[src/rtl/serial_adder_8_bit_if.sv]
// Handshake and operand/result bundle for the bit-serial adder.
// The controller drives start/x/y/cin and watches busy/done/s/cout.
interface serial_adder_8_bit_if #(
  parameter int WIDTH = 8
);
  logic             start;
  logic [WIDTH-1:0] x;
  logic [WIDTH-1:0] y;
  logic             cin;
  logic             busy;
  logic             done;
  logic [WIDTH-1:0] s;
  logic             cout;

  modport master (output start, x, y, cin, input busy, done, s, cout);
  modport slave  (input start, x, y, cin, output busy, done, s, cout);
endinterface

[src/rtl/serial_adder_8_bit.sv]
// Bit-serial ripple-carry adder: one full-adder cell plus a carry flop,
// consuming one operand bit per clock, LSB first.
module serial_adder_8_bit #(
  parameter int WIDTH = 8
) (
  input  logic                 clk,
  input  logic                 rst_n,
  serial_adder_8_bit_if.slave  bus
);
  localparam int CW = $clog2(WIDTH);

  typedef enum logic [1:0] {IDLE, RUN, DONE} state_t;

  state_t           state_q, state_d;
  logic [WIDTH-1:0] xr_q, xr_d;
  logic [WIDTH-1:0] yr_q, yr_d;
  logic [WIDTH-1:0] psum_q, psum_d;
  logic [WIDTH-1:0] s_q, s_d;
  logic             carry_q, carry_d;
  logic             cout_q, cout_d;
  logic [CW-1:0]    cnt_q, cnt_d;
  logic             sum_bit, carry_nx;

  always_comb begin
    state_d  = state_q;
    xr_d     = xr_q;
    yr_d     = yr_q;
    psum_d   = psum_q;
    s_d      = s_q;
    carry_d  = carry_q;
    cout_d   = cout_q;
    cnt_d    = cnt_q;
    sum_bit  = xr_q[0] ^ yr_q[0] ^ carry_q;
    carry_nx = (xr_q[0] & yr_q[0]) | (xr_q[0] & carry_q) | (yr_q[0] & carry_q);
    case (state_q)
      // DONE accepts a new request exactly like IDLE, giving back-to-back ops.
      IDLE, DONE: begin
        if (bus.start) begin
          xr_d    = bus.x;
          yr_d    = bus.y;
          carry_d = bus.cin;
          cnt_d   = '0;
          state_d = RUN;
        end else begin
          state_d = IDLE;
        end
      end
      RUN: begin
        xr_d    = xr_q >> 1;
        yr_d    = yr_q >> 1;
        carry_d = carry_nx;
        psum_d  = {sum_bit, psum_q[WIDTH-1:1]};
        cnt_d   = cnt_q + CW'(1);
        if (cnt_q == CW'(WIDTH - 1)) begin
          s_d     = psum_d;
          cout_d  = carry_nx;
          state_d = DONE;
        end
      end
      default: state_d = IDLE;
    endcase
  end

  always_ff @(posedge clk or negedge rst_n) begin
    if (!rst_n) begin
      state_q <= IDLE;
      xr_q    <= '0;
      yr_q    <= '0;
      psum_q  <= '0;
      s_q     <= '0;
      carry_q <= 1'b0;
      cout_q  <= 1'b0;
      cnt_q   <= '0;
    end else begin
      state_q <= state_d;
      xr_q    <= xr_d;
      yr_q    <= yr_d;
      psum_q  <= psum_d;
      s_q     <= s_d;
      carry_q <= carry_d;
      cout_q  <= cout_d;
      cnt_q   <= cnt_d;
    end
  end

  assign bus.busy = (state_q == RUN);
  assign bus.done = (state_q == DONE);
  assign bus.s    = s_q;
  assign bus.cout = cout_q;
endmodule

[src/flat_wrapper.sv]
// flat-port wrapper written by rule: the top's interface ports become plain ports
module serial_adder_8_bit_flat 
#(
  parameter int WIDTH = 8
)
  (clk, rst_n, bus_start, bus_x, bus_y, bus_cin, bus_busy, bus_done, bus_s, bus_cout);
  serial_adder_8_bit_if #(.WIDTH(WIDTH)) bus_i ();
  input  logic clk;
  input  logic rst_n;
  input wire logic [$bits(bus_i.start)-1:0] bus_start;
  input wire logic [$bits(bus_i.x)-1:0] bus_x;
  input wire logic [$bits(bus_i.y)-1:0] bus_y;
  input wire logic [$bits(bus_i.cin)-1:0] bus_cin;
  output wire logic [$bits(bus_i.busy)-1:0] bus_busy;
  output wire logic [$bits(bus_i.done)-1:0] bus_done;
  output wire logic [$bits(bus_i.s)-1:0] bus_s;
  output wire logic [$bits(bus_i.cout)-1:0] bus_cout;
  assign bus_i.start = bus_start;
  assign bus_i.x = bus_x;
  assign bus_i.y = bus_y;
  assign bus_i.cin = bus_cin;
  assign bus_busy = bus_i.busy;
  assign bus_done = bus_i.done;
  assign bus_s = bus_i.s;
  assign bus_cout = bus_i.cout;
  serial_adder_8_bit #(.WIDTH(WIDTH)) u_core (.clk(clk), .rst_n(rst_n), .bus(bus_i));
endmodule
[config.mk]
export PLATFORM = sky130hd
export DESIGN_NAME = serial_adder_8_bit_flat
export DESIGN_NICKNAME = d
export VERILOG_FILES = /design/src/rtl/serial_adder_8_bit_if.sv /design/src/rtl/serial_adder_8_bit.sv /design/src/flat_wrapper.sv
export SDC_FILE = /design/constraint.sdc
export NUM_CORES = 1
export LEC_CHECK = 0
export ABC_AREA = 0
export CORE_AREA = 2 2 77 79
export CTS_CLUSTER_SIZE = 24
export DETAILED_ROUTE_END_ITERATION = 7
export DIE_AREA = 0 0 79 81
export PLACE_DENSITY = 0.64
export RECOVER_POWER = 25
export SLEW_MARGIN = 15
export SYNTH_ARGS = -nofsm -noshare
export SYNTH_HDL_FRONTEND = slang
export SYNTH_SLANG_ARGS = --single-unit
[constraint.sdc]
create_clock -name clk -period 1.3 [get_ports clk]
set_clock_uncertainty 0.1 [all_clocks]
set_input_delay 0.26 -clock clk [delete_from_list [all_inputs] [get_ports clk]]
set_output_delay 0.26 -clock clk [all_outputs]
set_load 0.01 [all_outputs]
---- Word-level counts from Yosys, hierarchy flattened ----
Cells that the tools add are included.
word-level totals
  output and inout bits ................... 11
  logic and storage cells ................. 37
  input port bits ......................... 20
  flip-flop bits (word level) ............. 39
cells by class
  equal/unequal tests ..................... 5
  $add $sub $neg .......................... 1
  bitwise gates (word level) .............. 7
  reductions and logical operators ........ 5
  mux-type cells .......................... 11
operators with widths
  cell                                                                    number
  8-bit case mux with 2 select lines                                      2
  8-bit 2-to-1 mux                                                        2
  3-bit case mux with 2 select lines                                      1
  2-bit case mux with 2 select lines                                      1
  2-bit AND reduction                                                     2
  3-bit by 1-bit adder with 3-bit output (second input constant)          1
  1-bit bitwise AND                                                       3
  3-bit equality test (second input constant)                             1
  3-bit 2-to-1 mux                                                        1
  2-bit by 1-bit equality test with 1-bit output (second input constant)  1
  2-bit equality test (second input constant)                             1
  2-bit logical NOT                                                       1
  1-bit 2-to-1 mux                                                        2
  2-bit 2-to-1 mux                                                        1
  2-bit by 1-bit != test with 1-bit output (second input constant)        1
  2-bit != test (second input constant)                                   1
  1-bit bitwise OR                                                        2
  1-bit case mux with 2 select lines                                      1
  2-bit nonzero test                                                      1
  2-bit OR reduction                                                      1
  1-bit XOR                                                               2

---- Logic depth before layout (Yosys ltp) ----
Gate-level depths: netlist of the first run.
  word-level depth ........................ 4
  gate-level depth with buffers ........... 6
  depth with buffers taken out ............ 4

---- Worst setup path before layout of the first run ----
No wires, ideal clock.
  path kind ............................... flip-flop to flip-flop
  start ................................... register u_core.cnt_q[0]
  end ..................................... register u_core.cout_q, in the netlist u_core.bus.cout
  stages on the path, launching flop included .. 5
  path buffers ............................ 0
  arrival time ............................ 1225 ps
  setup time .............................. 125 ps
  path slack .............................. -150 ps
  data required time ...................... 1075 ps
  clock period less this slack ............ 1450 ps
  cells stage by stage .................... dfrtp_1 ha_1 ha_1 nand2_8 mux2_4
between the ends
  longest elaborated chain between the ends .. 2
RTL lines
  element                        line                      text
  start, declared                serial_adder_8_bit.sv:21  logic [CW-1:0] cnt_q, cnt_d;
  start signal, assigned         serial_adder_8_bit.sv:82  cnt_q <= cnt_d;
  3-bit equality test            serial_adder_8_bit.sv:54  if (cnt_q == CW'(WIDTH - 1)) begin
  2-bit AND reduction (no line)  --
  end signal, assigned           serial_adder_8_bit.sv:81  cout_q <= cout_d;
  end, declared                  serial_adder_8_bit.sv:20  logic cout_q, cout_d;
No other way between the ends.
A chain may end at the register's enable or synchronous reset.

---- Worst setup path after layout of the first run ----
  start ................................... register u_core.state_q[1]
  end ..................................... output bus_done
between the ends
  longest elaborated chain between the ends .. 1
RTL lines
  element                 line                      text
  start, declared         serial_adder_8_bit.sv:14  state_t state_q, state_d;
  start signal, assigned  serial_adder_8_bit.sv:75  state_q <= state_d;
  2-bit equality test     serial_adder_8_bit.sv:87  assign bus.done = (state_q == DONE);
  end, declared           flat_wrapper.sv:15        output wire logic [$bits(bus_i.done)-1:0] bus_done;
No other way between the ends.

==> results_dict.tcl, run 1 <==
set metrics [dict create \
    status "finished, violations left" \
    violations "negative setup slack" \
    drt_iter0_markers 49 \
    antenna_cells 0 \
    cp_data_required_time_ns 0.94 \
    multi_input_area_um2 958.4 \
    die_w_um 79 \
    cts-root-buf "clkbuf_8" \
    reg2reg_from "u_core.state_q[0]" \
    slew_headroom_pct 64.25 \
    cts_sinks 38 \
    holdWs_ns 0.3785 \
    htree_levels 2 \
    drv_slew 0 \
    antenna_found_initial 0 \
    clkLatencyLatePin_ns 0.29 \
    worstPathCellList "buf_6, nor2b_4, buf_6" \
    cts_tree "built" \
    fp.coreArea_um2 5675 \
    hp-class "flop to flop" \
    via_per_inst 4.638 \
    post_synth_num_cell_types 25 \
    io_pins 31 \
    rows 28 \
    vdd_ir_drop_max_mv 1.022 \
    numPortBuffers 30 \
    fmax_mhz 698.3 \
    finalHoldViolCount 0 \
    r2r-end "u_core.cnt_q[2]" \
    route.detailed.wl_per_inst_um 14.44 \
    setup_viol 35 \
    dpl.hpwl_mm 2.369 \
    first_pass_iters 4 \
    worstMarginPinSlew_ns 0.5362 \
    synth.avg_cell_area_um2 11.27 \
    r2r_setup_slack_ns -0.12 \
    min_path_cells 2 \
    swShare_pct 35.75 \
    crit_type "flop to output pin" \
    p_seq_share_pct 34.3 \
    setup_slack_ns -0.1321 \
    drive_gt1_share_pct 46.51 \
    synth.top_cells.by_count "dfrtp_1, nand2_1, nor2b_1, mux2_4, mux2i_1" \
    track_usage_pct 14.68 \
    cp-start-kind "flop" \
    min_period_over_period_pct 110.2 \
    fillers 539 \
    worstPathArrival_ns 1.07 \
    yosysTopAreaCell "dfrtp_1" \
    wl_mm 4.188 \
    worst_path_max_delay_cell "dfrtp_1" \
    p_sw_mw 2.281 \
    rsz0062_at_grt "true" \
    grt_pass1_vias 1444 \
    ys_dominant_reg_cell "dfrtp_1" \
    clkPwrFrac_pct 12.1 \
    postSynthNetCount 178 \
    crit_top_cell "buf_6" \
    cap_violations 0 \
    start_util_pct 30.78 \
    synth_top_area_share_pct 54.44 \
    design.die.area_um2 6399 \
    layout_min_cycle_time_ns 1.432 \
    die_h_um 81 \
    p_int_mw 4.100 \
    overflow 0 \
    drcViolationCount 0 \
    clk_pin_slew_ns 0.07 \
    cp-end-kind "output pin" \
    synth.cell_area_um2 1747 \
    place_ws_ns -0.2659 \
    postRouteAntennaNets 0 \
    synthCells 155 \
    p_leak_nw 1.205 \
    clockBufferDepth 2 \
    cts_made_buffers 5 \
    nets 238 \
    synth.area.top_cells "dfrtp_1, mux2_4, mux2i_1" \
    power_frac_comb_pct 53.6 \
    crit_start "u_core.state_q[1]" \
    cpPeakStageDelay_ns 0.41 \
    grt_pass1_wl_mm 7.100 \
    synth_edf_count 0 \
    num_vias 1345 \
    gp_congestion 0.7390 \
    yosys_warnings 0 \
    syn2layout_area_growth_pct 54.94 \
    synth.most_common_cell "dfrtp_1" \
    ys_seq_elements 38 \
    ys_async_sr_fraction_pct 100.0 \
    ys_seq_area_share_pct 54.44 \
    power_density_nw_per_um2 2358 \
    seqCellArea_um2 952.2 \
    grt_max_degree 39 \
    crit_path_max_fanout 3 \
    r2r_cells 4 \
    crit_end "bus_done" \
]
[registers in the layout (all words and copies together) (netlist names)]
register,cells
u_core.cnt_q,3
u_core.carry_q,1
u_core.bus.cout,1
u_core.xr_q,8
u_core.state_q,2
u_core.bus.s,8
u_core.yr_q,8
u_core.psum_q,7
[worst max-delay path, delay by kind of cell, from the launching register on]
| family | cells | cell delay (ns) |
|---|---|---|
| buffers and inverters | 2 | 0.25 |
| DFF | 1 | 0.41 |
| and+or+nand+nor | 1 | 0.12 |
[routing by layer]
metal | track usage (%) | share of wire, % | vias up
met2 | 24.41 | 49 | 25
met5 | 0 | 0 | -
met1 | 18.69 | 46 | 654
met3 | 2.667 | 3.7 | 6
met4 | 6.724 | 1.4 | 0
li1 | - | - | 660
[final cells by class]
cell class	count	share of cell area (%)
inverter	2	0.4623
sequential	38	35.18
tap	75	3.467
timing repair buffer	62	22.56
clock inverter	2	0.3699
clock buffer	5	2.543
multi-input combinational	106	35.41
[cells by family after synthesis]
logic type / count (synthesis) / share of synthesized area, %
buf+inv: 12 / 3.725
flops: 38 / 54.44
mux: 20 / 14.18
simple gates: 54 / 14.97
compound gates: 28 / 10.10
fa+ha+maj: 3 / 2.579
[what timing repair did]
action                     4_1_cts  5_1_grt
pin swaps                        3        8
gates resized for setup         56       36
setup buffers                   10        1
setup endpoints to repair       38       44
hold endpoints to repair        38        0
cloned                           3        0
hold buffers                     1        0
[cell usage in the layout (no fill, tap or decap), drive strengths merged]
cell	Yosys	routed
dfrtp	38	38
buf	6	32
nand2	24	25
clkdlybuf4s50	0	17
clkbuf	4	12
mux2	11	11
nor2b	10	10
mux2i	9	9
nor2	8	8
a211oi	8	8
a21oi	8	8
o22ai	7	7
nor3	7	7
nand3	3	3
clkdlybuf4s15	0	3
o21ai	3	3
clkinv	0	3
nand2b	2	2
a22o	2	2
ha	2	2
inv	2	1
fa	1	1
bufbuf	0	1
dlygate4sd3	0	1
dlymetal6s2s	0	1
[how the worst min path moves through the flow]
| stage | start | endpoint |
|---|---|---|
| after detailed placement | rst_n | u_core.bus.s[0] |
| after global placement | rst_n | u_core.bus.s[0] |
| after floorplan | rst_n | u_core.bus.cout |
| after CTS | rst_n | u_core.psum_q[4] |
| after global routing | u_core.psum_q[1] | u_core.psum_q[1] |
| final | u_core.psum_q[1] | u_core.psum_q[1] |
[power by group through the flow]
stage          combinational, mW  sequential [mW]  clock, mW
4_1_cts                     3.10             2.14      0.788
6_report                    3.42             2.19      0.769
3_5_place_dp                2.39             2.13          0
5_1_grt                     3.73             2.27      0.835
2_1_floorplan               1.51             2.14          0
3_3_place_gp                2.35             2.11          0
[metrics by stage]
stage               power (mW)  cell area [µm²]  setup TNS [ns]  util (%)  std cells
finish                   6.381             2706          -2.409     47.69        290
floorplan                3.649             1774         -0.6745         -        155
global placement         4.459             2263          -4.677     39.88        269
global route             6.836             2706          -4.057     47.69        290
detailed placement       4.518             2263          -5.519     39.88        269
CTS                      6.027             2633          -2.219     46.38        290
(Power assumes the default switching activity.)
==> inputs of run 2 (changes only) <==
--- a/config.mk
+++ b/config.mk
@@ -10,6 +10,7 @@
 export CTS_CLUSTER_SIZE = 24
 export DETAILED_ROUTE_END_ITERATION = 7
 export DIE_AREA = 0 0 79 81
+export GPL_TIMING_DRIVEN = 0
 export PLACE_DENSITY = 0.64
 export RECOVER_POWER = 25
 export SLEW_MARGIN = 15
==> run 2 against run 1 <==
- the run still ends with negative setup slack left
- critical path depth grew 1
- combinational power fell by 13%
- maximum frequency fell by 6.0%
- critical path type unchanged
- sequential share of layout area is 1.7 points higher
==> results_dict.tcl, run 2 (same netlist as run 1, synthesis figures left out) <==
set metrics [dict create \
    violations "negative setup slack" \
    setup_slack_ns -0.2243 \
    fp.coreArea_um2 5675 \
    p_sw_mw 2.097 \
    p_int_mw 3.796 \
    p_seq_share_pct 36.5 \
    status "finished, violations left" \
    grt_max_degree 28 \
    via_per_inst 4.674 \
    grt_pass1_wl_mm 6.693 \
    cap_violations 0 \
    numPortBuffers 30 \
    cp-start-kind "flop" \
    setup_viol 19 \
    rsz0062_at_grt "true" \
    final_util_pct 45.48 \
    min_period_over_period_pct 117.3 \
    clk_pin_slew_ns 0.08 \
    swShare_pct 35.59 \
    drv_slew 0 \
    die_w_um 79 \
    gp_congestion 0.7450 \
    first_pass_iters 4 \
    crit_type "flop to output pin" \
    slew_headroom_pct 75.47 \
    hp-class "input port to async pin" \
    p_leak_nw 1.153 \
    clkLatencyLatePin_ns 0.29 \
    crit_start "u_core.state_q[1]" \
    design.die.area_um2 6399 \
    layout_common_cells "dfrtp_1, nand2_1, clkdlybuf4s50_1" \
    postRouteAntennaNets 0 \
    htree_levels 2 \
    num_vias 1346 \
    dpl.cell_count 261 \
    crit_path_max_fanout 2 \
    power_frac_comb_pct 50.3 \
    drcViolationCount 0 \
    antenna_cells 0 \
    clkPwrFrac_pct 13.2 \
    cts_sinks 38 \
    dpl.hpwl_mm 2.510 \
    antenna_found_initial 0 \
    vdd_ir_drop_max_mv 0.9266 \
    rows 28 \
    syn2layout_area_growth_pct 47.78 \
    r2r_cells 5 \
    overflow 0 \
    cts_made_buffers 5 \
    cts_tree "built" \
    drt_iter0_markers 105 \
    cp-end-kind "output pin" \
    wl_mm 4.112 \
    holdWs_ns 0.2839 \
    fmax_mhz 656.1 \
    grt_pass1_vias 1359 \
    cp_data_required_time_ns 0.94 \
    place_ws_ns -0.6044 \
    reg2reg_from "u_core.state_q[1]" \
    worstMarginPinSlew_ns 0.3680 \
    route.detailed.wl_per_inst_um 14.28 \
    drive_gt1_share_pct 34.74 \
    start_util_pct 30.78 \
    stdcell_count 288 \
    nets 236 \
    finalHoldViolCount 0 \
    cts-root-buf "clkbuf_8" \
    worstPathArrival_ns 1.16 \
    power_density_nw_per_um2 2283 \
    track_usage_pct 13.64 \
    die_h_um 81 \
    io_pins 31 \
    layout_commonest_cell "dfrtp_1" \
    layout_min_cycle_time_ns 1.524 \
    clockBufferDepth 2 \
]
==> run 2: layout make-up <==
type	instances	area, µm²
Buffer	9	93.84
Inverter	2	15.01
Clock buffer	5	68.82
Clock inverter	2	10.01
Sequential cell	38	952.2
Fill cell	550	3094
Multi-Input combinational cell	106	857.1
Tap cell	75	93.84
Timing Repair Buffer	51	490.5
==> run 2: critical path, cell delays in order (launching register included) <==
cell     delay [ns]
dfrtp_1        0.41
buf_6          0.13
buf_6          0.11
nor2b_4        0.12
buf_6          0.11
==> run 2: final timing paths <==
kind / endpoint / slack, ns
max: bus_done / -0.22
min: u_core.bus.s[1] / 0.28
max reg2reg: u_core.cnt_q[1] / -0.20
min reg2reg: u_core.psum_q[1] / 0.39
max in group asynchronous: u_core.state_q[0] / 0.13
min in group clk: u_core.psum_q[1] / 0.39
==> run 2: timing repair <==
action,in CTS,in global routing
hold buffers,1,0
buffers inserted,13,5
endpoints found under the setup margin,44,42
gates cloned,2,2
gates resized for setup,55,26
pin swaps,1,9
hold endpoints to repair,11,0
==> run 2: power by group through the flow <==
stage,Combinational (mW),Sequential (mW),Clock (mW)
after floorplan,1.51,2.14,0
after global placement,2.18,2.14,0
after detailed placement,2.26,2.17,0
after CTS,2.62,2.14,0.800
after global routing,3.23,2.22,0.847
final,2.96,2.15,0.777
==> run 2: routing by layer <==
layer	vias up	part of all wire, %	global-route usage, %
met1	662	45	17.80
met5	-	0	0
met3	2	4.7	3.000
li1	654	-	-
met4	0	0.32	4.138
met2	28	50	22.80
==> run 2: stage by stage <==
| step | TNS [ns] | instance area [µm²] | power (mW) |
|---|---|---|---|
| after global routing | -2.915 | 2581 | 6.297 |
| final | -1.750 | 2581 | 5.893 |
| after global placement | -51.76 | 2168 | 4.319 |
| after floorplan | -0.6745 | 1774 | 3.649 |
| after CTS | -2.669 | 2471 | 5.563 |
| after detailed placement | -11.00 | 2183 | 4.428 |
